==> src/rtl/fetch_unit.sv <==
// -----------------------------------------------------------------------------
// fetch_unit
//
// Instruction fetch stage in front of a 4096x8 byte memory with a registered,
// one-cycle-latency read port. Sequential bytes are prefetched into a small
// byte queue. Each 16-bit instruction ({opcode, operand}) is handed to the
// decoder over a valid/ready handshake. A jump flushes the queue and drops
// any read still in flight. Fetch yields the memory whenever busGrant is low.
//
// Parameters:
//   RESET_PC   fetch/decode address loaded by reset
//   DEPTH      prefetch queue depth in bytes (power of two, >= 2)
//
// Ports:
//   clock       system clock, rising edge
//   reset       synchronous, active-high reset
//   addressBus  byte address presented to memory
//   write       memory write strobe (read-only block, always 0)
//   dataBus     byte returned by memory one cycle after its address
//   busGrant    1 = fetch may issue a read this cycle
//   jumpValid   redirect request
//   jumpAddr    redirect target
//   instr       {opcode byte at instrAddr, operand byte at instrAddr+1}
//   instrAddr   address of the opcode byte
//   instrValid  instr/instrAddr valid
//   instrReady  decoder accepts instr this cycle
//   stallCount  (only with FETCH_PERF_EN) saturating count of cycles where a
//               valid instruction waited on the decoder
//
// Build option: define FETCH_PERF_EN to add the stallCount port and counter.
// -----------------------------------------------------------------------------
module fetch_unit #(
    parameter logic [11:0] RESET_PC = 12'h000,
    parameter int          DEPTH    = 4
) (
    input  logic        clock,
    input  logic        reset,
    output logic [11:0] addressBus,
    output logic        write,
    input  logic [7:0]  dataBus,
    input  logic        busGrant,
    input  logic        jumpValid,
    input  logic [11:0] jumpAddr,
    output logic [15:0] instr,
    output logic [11:0] instrAddr,
    output logic        instrValid,
    input  logic        instrReady
`ifdef FETCH_PERF_EN
    ,
    output logic [15:0] stallCount
`endif
);

    localparam int PW = $clog2(DEPTH);
    localparam int CW = PW + 1;
    // Queue depth expressed at the width of count + in-flight.
    localparam logic [CW:0] DEPTH_W = DEPTH[CW:0];

    // Architectural state
    logic [11:0]   fetch_ptr_r;
    logic [11:0]   last_addr_r;
    logic [11:0]   decode_ptr_r;
    logic [7:0]    queue_r [DEPTH];
    logic [PW-1:0] head_r;
    logic [PW-1:0] tail_r;
    logic [CW-1:0] count_r;
    logic          inflight_r;

    // Per-cycle decisions
    logic [CW:0]   occupancy_s;
    logic          issue_s;
    logic          push_s;
    logic          pop_s;
    logic          valid_s;
    logic [PW-1:0] head_plus1_s;
    logic [CW-1:0] count_next_s;

    assign write = 1'b0;

    // Issue/capture/pop decisions and the combinational decoder-facing view.
    always_comb begin
        occupancy_s  = {1'b0, count_r} + {{CW{1'b0}}, inflight_r};
        // The in-flight byte already owns a queue slot, so it counts here.
        issue_s      = busGrant && !jumpValid && (occupancy_s < DEPTH_W);
        push_s       = inflight_r && !jumpValid;
        valid_s      = (count_r >= CW'(2));
        pop_s        = valid_s && instrReady;
        head_plus1_s = head_r + PW'(1);

        if (issue_s) begin
            addressBus = fetch_ptr_r;
        end else begin
            addressBus = last_addr_r;
        end

        instrValid = valid_s;
        instr      = {queue_r[head_r], queue_r[head_plus1_s]};
        instrAddr  = decode_ptr_r;
    end

    // Next occupancy: a push adds one byte, a pop removes two.
    always_comb begin
        count_next_s = count_r;
        case ({push_s, pop_s})
            2'b10:   count_next_s = count_r + CW'(1);
            2'b01:   count_next_s = count_r - CW'(2);
            2'b11:   count_next_s = count_r - CW'(1);
            default: count_next_s = count_r;
        endcase
    end

    // Pointer, occupancy and in-flight tracking; reset beats jump beats normal flow.
    always_ff @(posedge clock) begin
        if (reset) begin
            fetch_ptr_r  <= RESET_PC;
            last_addr_r  <= RESET_PC;
            decode_ptr_r <= RESET_PC;
            head_r       <= {PW{1'b0}};
            tail_r       <= {PW{1'b0}};
            count_r      <= {CW{1'b0}};
            inflight_r   <= 1'b0;
        end else if (jumpValid) begin
            // Flush: drop queued bytes and the byte returning this edge.
            fetch_ptr_r  <= jumpAddr;
            decode_ptr_r <= jumpAddr;
            head_r       <= {PW{1'b0}};
            tail_r       <= {PW{1'b0}};
            count_r      <= {CW{1'b0}};
            inflight_r   <= 1'b0;
        end else begin
            inflight_r <= issue_s;
            if (issue_s) begin
                fetch_ptr_r <= fetch_ptr_r + 12'd1;
                last_addr_r <= fetch_ptr_r;
            end
            if (push_s) begin
                tail_r <= tail_r + PW'(1);
            end
            if (pop_s) begin
                head_r       <= head_r + PW'(2);
                decode_ptr_r <= decode_ptr_r + 12'd2;
            end
            count_r <= count_next_s;
        end
    end

    // Byte storage; a captured byte lands in the tail slot.
    always_ff @(posedge clock) begin
        if (reset) begin
            for (int i = 0; i < DEPTH; i++) begin
                queue_r[i] <= 8'h00;
            end
        end else if (push_s) begin
            queue_r[tail_r] <= dataBus;
        end
    end

`ifdef FETCH_PERF_EN
    logic [15:0] stall_count_r;

    // Decoder back-pressure counter; saturates and survives jumps.
    always_ff @(posedge clock) begin
        if (reset) begin
            stall_count_r <= 16'h0000;
        end else if (valid_s && !instrReady && (stall_count_r != 16'hFFFF)) begin
            stall_count_r <= stall_count_r + 16'd1;
        end
    end

    assign stallCount = stall_count_r;
`endif

endmodule

==> config.mk <==
export PLATFORM = sky130hd
export DESIGN_NAME = fetch_unit
export DESIGN_NICKNAME = d
export VERILOG_FILES = /design/src/rtl/fetch_unit.sv
export SDC_FILE = /design/constraint.sdc
export NUM_CORES = 1
export LEC_CHECK = 0
export ABC_CLOCK_PERIOD_IN_PS = 2100
export BUFFER_PORTS_ARGS = -buffer_cell sky130_fd_sc_hd__buf_4
export CAP_MARGIN = 0
export CORE_MARGIN = 2
export CORE_UTILIZATION = 45
export DETAILED_ROUTE_END_ITERATION = 16
export HOLD_SLACK_MARGIN = 0.1
export PLACE_DENSITY = 0.69
export SYNTH_ARGS = -nofsm -noshare
export SYNTH_HDL_FRONTEND = slang
export SYNTH_SLANG_ARGS = --single-unit
==> constraint.sdc <==
create_clock -name clock -period 2.1 [get_ports clock]
set_input_delay 0.315 -clock clock [delete_from_list [all_inputs] [get_ports clock]]
set_output_delay 0.315 -clock clock [all_outputs]
set_load 0.03 [all_outputs]
# == Yosys cells after proc, flatten, opt, wreduce, memory -nomap -nowiden ==
# Memory sizes are Yosys's and may differ from the RTL's. A register that Yosys moved wholly into a read port is not among the register bits.
# Index checks and enable logic that the tools add are counted.
# word_totals
register_bits,44
ram_bits,32
input_bits,25
out_inout_bits,42
elab_cells,48
mem_count,1
# classes
n_addsub,9
order_cmp,2
eq_ne,3
n_mux,16
n_reduce_logical,10
# memory_table
memory,depth,word_bits,read_ports,rd_ports_with_merged_regs,write_ports,line,rtl
queue_r,4,8,2,1,4,63,logic [7:0] queue_r [DEPTH];
# op_table
op,n
12-bit 2-to-1 mux,5
12-bit by 1-bit adder with 12-bit output (second input constant),1
12-bit by 2-bit adder with 12-bit output (second input constant),1
3-bit one-hot mux with 3 select lines,1
8-bit 2-to-1 mux,1
8-bit OR reduction,1
1-bit 2-to-1 mux,6
2-bit 2-to-1 mux,3
2-bit by 1-bit adder with 2-bit output (second input constant),2
3-bit by 1-bit adder with 4-bit output,1
2-bit == test (second input constant),2
1-bit logical AND,4
4-bit by 3-bit < comparator with 1-bit output (second input constant),1
2-bit nonzero test,2
3-bit by 1-bit adder with 3-bit output (second input constant),1
3-bit by 2-bit greater-or-equal comparator with 1-bit output (second input constant),1
3-bit nonzero test,1
3-bit by 1-bit subtractor with 3-bit output (second input constant),1
3-bit by 2-bit subtractor with 3-bit output (second input constant),1
2-bit adder (second input constant),1
2-bit by 1-bit == test with 1-bit output (second input constant),1
2-bit OR reduction,1
1-bit logical NOT,1

# == Depth between registers and ports, before layout ==
# Gate-level depths: netlist of the first run.
# depth
word_depth,7
ltp_mapped,9
ltp_nobuf,8

# == Worst setup path after synthesis of the first run ==
# Ideal clock, no wire load.
# synth_timing
kind,register to output
startpoint,reg count_r[1]
endpoint,out addressBus[0]
arrival_time_ns,1.679
required_time_ns,1.785
slack_ns,0.106
path_stages_with_launch,7
n_path_buf,1
path_cell_list,dfxtp_1 -> ha_1 -> and3b_1 -> a32o_1 -> and2_4 -> buf_6 -> mux2_4
# synth_via
elab_chain_len,4
# synth_lines
element,line,rtl
from (decl),66,logic [CW-1:0] count_r;
from (signal assigned),120,count_r <= {CW{1'b0}};
from (signal assigned),128,count_r <= {CW{1'b0}};
from (signal assigned),143,count_r <= count_next_s;
3-bit by 1-bit adder with 4-bit output,82,"occupancy_s = {1'b0, count_r} + {{CW{1'b0}}, inflight_r};"
4-bit by 3-bit < comparator with 1-bit output,84,issue_s = busGrant && !jumpValid && (occupancy_s < DEPTH_W);
1-bit logical AND,84,
12-bit 2-to-1 mux,-,
to (decl),38,"output logic [11:0] addressBus,"
# No other way between the ends.

# == Worst setup path after layout of the first run ==
# layout_timing
startpoint,reg count_r[1]
endpoint,out addressBus[1]
# Same word-level chain as after synthesis.

==> flow_metrics.tcl, run 1 <==
set metrics [dict create \
    synth_ff_type "dfxtp_1" \
    hp-class "in2reg" \
    htree_levels 3 \
    cp_max_fo 7 \
    clk_pin_slew_ns 0.08 \
    grt_overflow_total 0 \
    numClockSinks 76 \
    tns_ns -2.42 \
    ys_top_cells_by_area "edfxtp_1 27%, dfxtp_1 25%, mux2_2 5.0%" \
    hold_viol 0 \
    yosys_warnings 0 \
    utilization_pct 58.2 \
    rsz0062_at_grt "true" \
    first_pass_iters 4 \
    cts_root_buf "clkbuf_8" \
    path_class "reg2out" \
    die_area_sq_um 8660 \
    synthTopCellsByCount "44 x dfxtp_1, 32 x edfxtp_1, 29 x nor2_1" \
    cp.arrival_ns 2.00 \
    ys_ff_latch 76 \
    fp.dieH_um 93.1 \
    core_area_sq_um 7690 \
    row_count 32 \
    power.density_nw_per_um2 717 \
    ys_seq_area_share_pct 51.6 \
    postRouteAntennaNets 0 \
    fin_crit_sh_pct 110 \
    finalCriticalPeriod_ns 2.32 \
    power_mw 3.21 \
    slew_viol_final 0 \
    maxCapViolCount 0 \
    cts_setup_buffers 0 \
    hpwlAfterDp_um 5200 \
    critPathCaptureType "output pin" \
    syn_area_per_cell_sq_um 10.9 \
    gp_congestion 0.823 \
    drive_gt1_share_pct 33.2 \
    clk_latency_ns 0.35 \
    synthDominantCellAreaShare_pct 26.9 \
    peakVddDrop_v 0.000407 \
    yosysMostFrequentCell "dfxtp_1" \
    synth_edf_count 32 \
    grt_pass1_wl_um 12000 \
    cts_tree "built" \
    grt_pass1_vias 2524 \
    nets 429 \
    setup_slack_ns -0.220 \
    syn-num-nets 357 \
    max_freq_ghz 0.431 \
    area_delta_synth_final_pct 25.5 \
    synth_cell_type_count 45 \
    drcViolationCount 0 \
    synth.cell_area_sq_um 3570 \
    status "finished, violations left" \
    crit_path_start_kind "register" \
    numCtsBuffers 9 \
    routedWlPerCell_um 14.9 \
    setup_viol 12 \
    viasPerCell 5.02 \
    drtIter0Drc 88 \
    synth_top_cell_by_area "edfxtp_1" \
    insertedDiodeCount 0 \
    fin_worst_skew_ns 0.00814 \
    vias 2542 \
    required_ns 1.78 \
    synth_cells 327 \
    p_leak_nw 1.91 \
    port_buffers 65 \
    hold_slack_ns 0.205 \
    violations "negative setup slack" \
    routed_wl_um 7560 \
    initial_core_util_pct 46.4 \
    grt_start_max_net_pins 34 \
    die_w_um 93.1 \
    io_pins 67 \
    track_usage_pct 18.1 \
    antenna_found_initial 0 \
    cts_max_path_buffers 2 \
    async_flop_share_pct 0 \
]
==> worst paths after layout <==
path,from,to,slack [ns],cells past startpoint
worst max-delay path,count_r[1],addressBus[1],-0.22,6
worst min-delay path,jumpAddr[0],fetch_ptr_r[0],0.20,3
worst min register to register,instrAddr[0],instrAddr[0],0.51,2
worst max register to register,count_r[1],count_r[2],0.12,8
==> worst max-delay path: stages, from the launching register on <==
cell and delay (ns):
dfxtp_2 0.35, ha_4 0.16, o211ai_1 0.19, a32o_2 0.24, and2_4 0.25, mux2_4 0.33, buf_6 0.14
==> cell usage in the layout (no fill, tap or decap), types with 3 or more instances in the layout <==
cell,Yosys,layout
and2_1,9,9
a21boi_0,11,11
buf_6,2,13
nand4_1,8,8
edfxtp_1,32,32
a21boi_1,9,9
xor2_1,20,20
nand3_1,9,9
nor2b_1,15,15
clkbuf_8,0,9
inv_1,20,20
mux2_4,9,12
mux2i_1,4,4
a21oi_1,13,13
or2_2,3,3
mux2_2,16,16
nor2_1,29,29
and3_1,4,4
nand2_1,16,16
and4_1,4,4
o21bai_1,3,3
dfxtp_1,44,42
buf_4,2,63
xnor2_1,7,7
==> area by class of cell <==
class	instances	area, sq um
Timing Repair Buffer	76	619
Clock buffer	9	124
Sequential cell	76	1840
Inverter	21	78.8
Tap cell	102	128
Clock inverter	7	75.1
Multi-Input combinational cell	215	1610
Fill cell	680	3210
==> metrics by stage <==
step / setup WS, ns / cell area [sq um] / instances
3_3_place_gp: 0.108 / 4180 / 489
5_1_grt: -0.278 / 4480 / 506
6_report: -0.220 / 4480 / 506
4_1_cts: -0.215 / 4450 / 506
2_1_floorplan: 0.106 / 3570 / 327
3_5_place_dp: 0.0582 / 4180 / 489
==> layer usage <==
layer  track usage [%]  wire length, um  part of all wire (%)
met2              32.6             3810                    50
met1              21.3             3240                    43
met5                 0                0                     0
met3              2.98              353                   4.7
met4              7.23              147                   1.9
==> power breakdown <==
part	total [mW]	internal (mW)	switching [mW]
clock	1.12	0.553	0.566
combinational	0.438	0.199	0.239
sequential	1.65	1.60	0.0502
==> logic make-up after synthesis <==
family | synth area share, %
xor+xnor | 6.63
other cells | 0.105
fa+ha+maj | 1.96
simple gates | 15.3
compound gates | 8.91
mux | 10.9
flops | 51.6
buf+inv | 4.56
==> state kept, by name, summed over array words and instances (netlist names), named ones only <==
name,cells
count_r,3
fetch_ptr_r,12
head_r,1
inflight_r,1
instrAddr,12
last_addr_r,12
queue_r,32
tail_r,2
==> repair_timing <==
item / in CTS / in global routing
cloned: 1 / 0
setup endpoints to repair: 12 / 13
pin swaps: 4 / 2
hold buffers: 0 / 0
gates resized for setup: 20 / 5
endpoints found under the hold margin: 0 / 0
Note: power is estimated with default switching activity, not from simulation.
==> run 2: changes to the inputs <==
--- a/config.mk
+++ b/config.mk
@@ -6,8 +6,8 @@
 export NUM_CORES = 1
 export LEC_CHECK = 0
 export ABC_CLOCK_PERIOD_IN_PS = 2100
-export BUFFER_PORTS_ARGS = -buffer_cell sky130_fd_sc_hd__buf_4
-export CAP_MARGIN = 0
+export BUFFER_PORTS_ARGS = -buffer_cell sky130_fd_sc_hd__buf_2
+export CAP_MARGIN = 10
 export CORE_MARGIN = 2
 export CORE_UTILIZATION = 45
 export DETAILED_ROUTE_END_ITERATION = 16
==> run 2 against run 1 <==
- the flow still finishes with violations (negative setup slack)
- total power down 1.6%
- critical path depth unchanged
- largest cell class unchanged
- sequential power about the same
==> flow_metrics.tcl, run 2 (synthesized netlist as in run 1, its figures left out) <==
set metrics [dict create \
    routedWlPerCell_um 14.8 \
    slew_headroom_pct 63.7 \
    routed_wl_um 7480 \
    gp_congestion 0.817 \
    cp.arrival_ns 1.97 \
    cts_max_path_buffers 2 \
    drive_gt1_share_pct 32.4 \
    fin_crit_sh_pct 109 \
    fillerInstances 681 \
    crit_path_start_kind "register" \
    setup_viol 12 \
    status "finished, violations left" \
    p_leak_nw 1.88 \
    insertedDiodeCount 0 \
    peakVddDrop_v 0.000364 \
    grt_pass1_wl_um 12300 \
    maxCapViolCount 0 \
    core_area_sq_um 7690 \
    hold_buffers 0 \
    row_count 32 \
    clk_pin_slew_ns 0.08 \
    antenna_found_initial 0 \
    postRouteAntennaNets 0 \
    drtIter0Drc 62 \
    clk_latency_ns 0.35 \
    hp-class "in2reg" \
    dpl_cell_area_sq_um 4020 \
    violations "negative setup slack" \
    initial_core_util_pct 46.4 \
    vias 2582 \
    final_cell_area_sq_um 4330 \
    numCtsBuffers 9 \
    hold_viol 0 \
    cts_setup_buffers 0 \
    path_class "reg2out" \
    max_freq_ghz 0.438 \
    io_pins 67 \
    final_cell_mix "53 x buf_2, 42 x dfxtp_1, 32 x edfxtp_1, 29 x nor2_1" \
    fin_worst_skew_ns 0.00960 \
    final_common_cell "buf_2" \
    grt_overflow_total 0 \
    regMostFlops "queue_r" \
    setup_slack_ns -0.181 \
    grt_pass1_vias 2579 \
    fp.dieH_um 93.1 \
    numClockSinks 76 \
    largest_register_ffs 32 \
    die_w_um 93.1 \
    worstMarginPinSlew_ns 0.541 \
    die_area_sq_um 8660 \
    tns_ns -1.97 \
    port_buffers 65 \
    hold_slack_ns 0.229 \
    hpwlAfterDp_um 5310 \
    first_pass_iters 4 \
    cp_max_fo 7 \
    track_usage_pct 18.3 \
    drcViolationCount 0 \
    slew_viol_final 0 \
    required_ns 1.78 \
    grt_start_max_net_pins 25 \
    finalCriticalPeriod_ns 2.28 \
    area_delta_synth_final_pct 21.4 \
    rsz0062_at_grt "true" \
    critPathCaptureType "output pin" \
    cts_root_buf "clkbuf_8" \
    htree_levels 3 \
    nets 429 \
    power.density_nw_per_um2 728 \
    viasPerCell 5.10 \
    cts_tree "built" \
]
[run 2: area by class of cell]
cell class / count / area (sq um) / share of cell area (%)
multi-input combinational: 215 / 1600 / 37.0
sequential: 76 / 1840 / 42.6
timing repair buffer: 76 / 487 / 11.2
clock buffer: 11 / 141 / 3.26
inverter: 21 / 78.8 / 1.82
clock inverter: 5 / 51.3 / 1.18
tap: 102 / 128 / 2.95
[run 2: worst max-delay path, cell delays in order, from the launching register on]
cell and delay, ns:
dfxtp_2 0.34, ha_4 0.15, o211ai_1 0.16, a32o_2 0.24, and2_4 0.25, mux2_4 0.33
buf_6 0.14
[run 2: per-stage QoR]
step / utilization, % / power [mW] / instances / worst slack, ns
finish: 56.4 / 3.16 / 506 / -0.181
global route: 56.4 / 3.27 / 506 / -0.252
CTS: 56.2 / 3.17 / 506 / -0.223
detailed placement: 52.3 / 2.07 / 489 / 0.0359
global placement: 52.3 / 2.06 / 489 / 0.0995
floorplan: - / 1.95 / 327 / 0.106
[run 2: power breakdown]
part	total, mW	switching [mW]	leakage, nW	internal [mW]
logic	0.410	0.239	1.09	0.171
registers	1.65	0.0503	0.696	1.60
clock network	1.09	0.520	0.0967	0.574
total	3.16	0.809	1.88	2.35
[run 2: layer usage]
layer / wire [um] / GRT usage, % / part of all wire (%) / vias up
met4: 171 / 7.72 / 2.3 / 0
met3: 406 / 3.63 / 5.4 / 18
met2: 3780 / 32.4 / 51 / 77
met5: 0 / 0 / 0 / -
li1: - / - / - / 1266
met1: 3120 / 21.7 / 42 / 1221
[run 2: worst paths after layout]
check	depth (start not counted)	slack (ns)	end	from
worst min register to register	2	0.50	instrAddr[0]	instrAddr[0]
worst max-delay path	6	-0.18	addressBus[2]	count_r[2]
worst max register to register	9	0.14	count_r[2]	count_r[2]
worst min-delay path	3	0.23	instrAddr[0]	jumpAddr[0]
[run 2: timing repair]
action / 4_1_cts / 5_1_grt
pin swaps: 3 / 2
cloned: 1 / 0
endpoints found under the setup margin: 12 / 14
resized for setup: 32 / 3
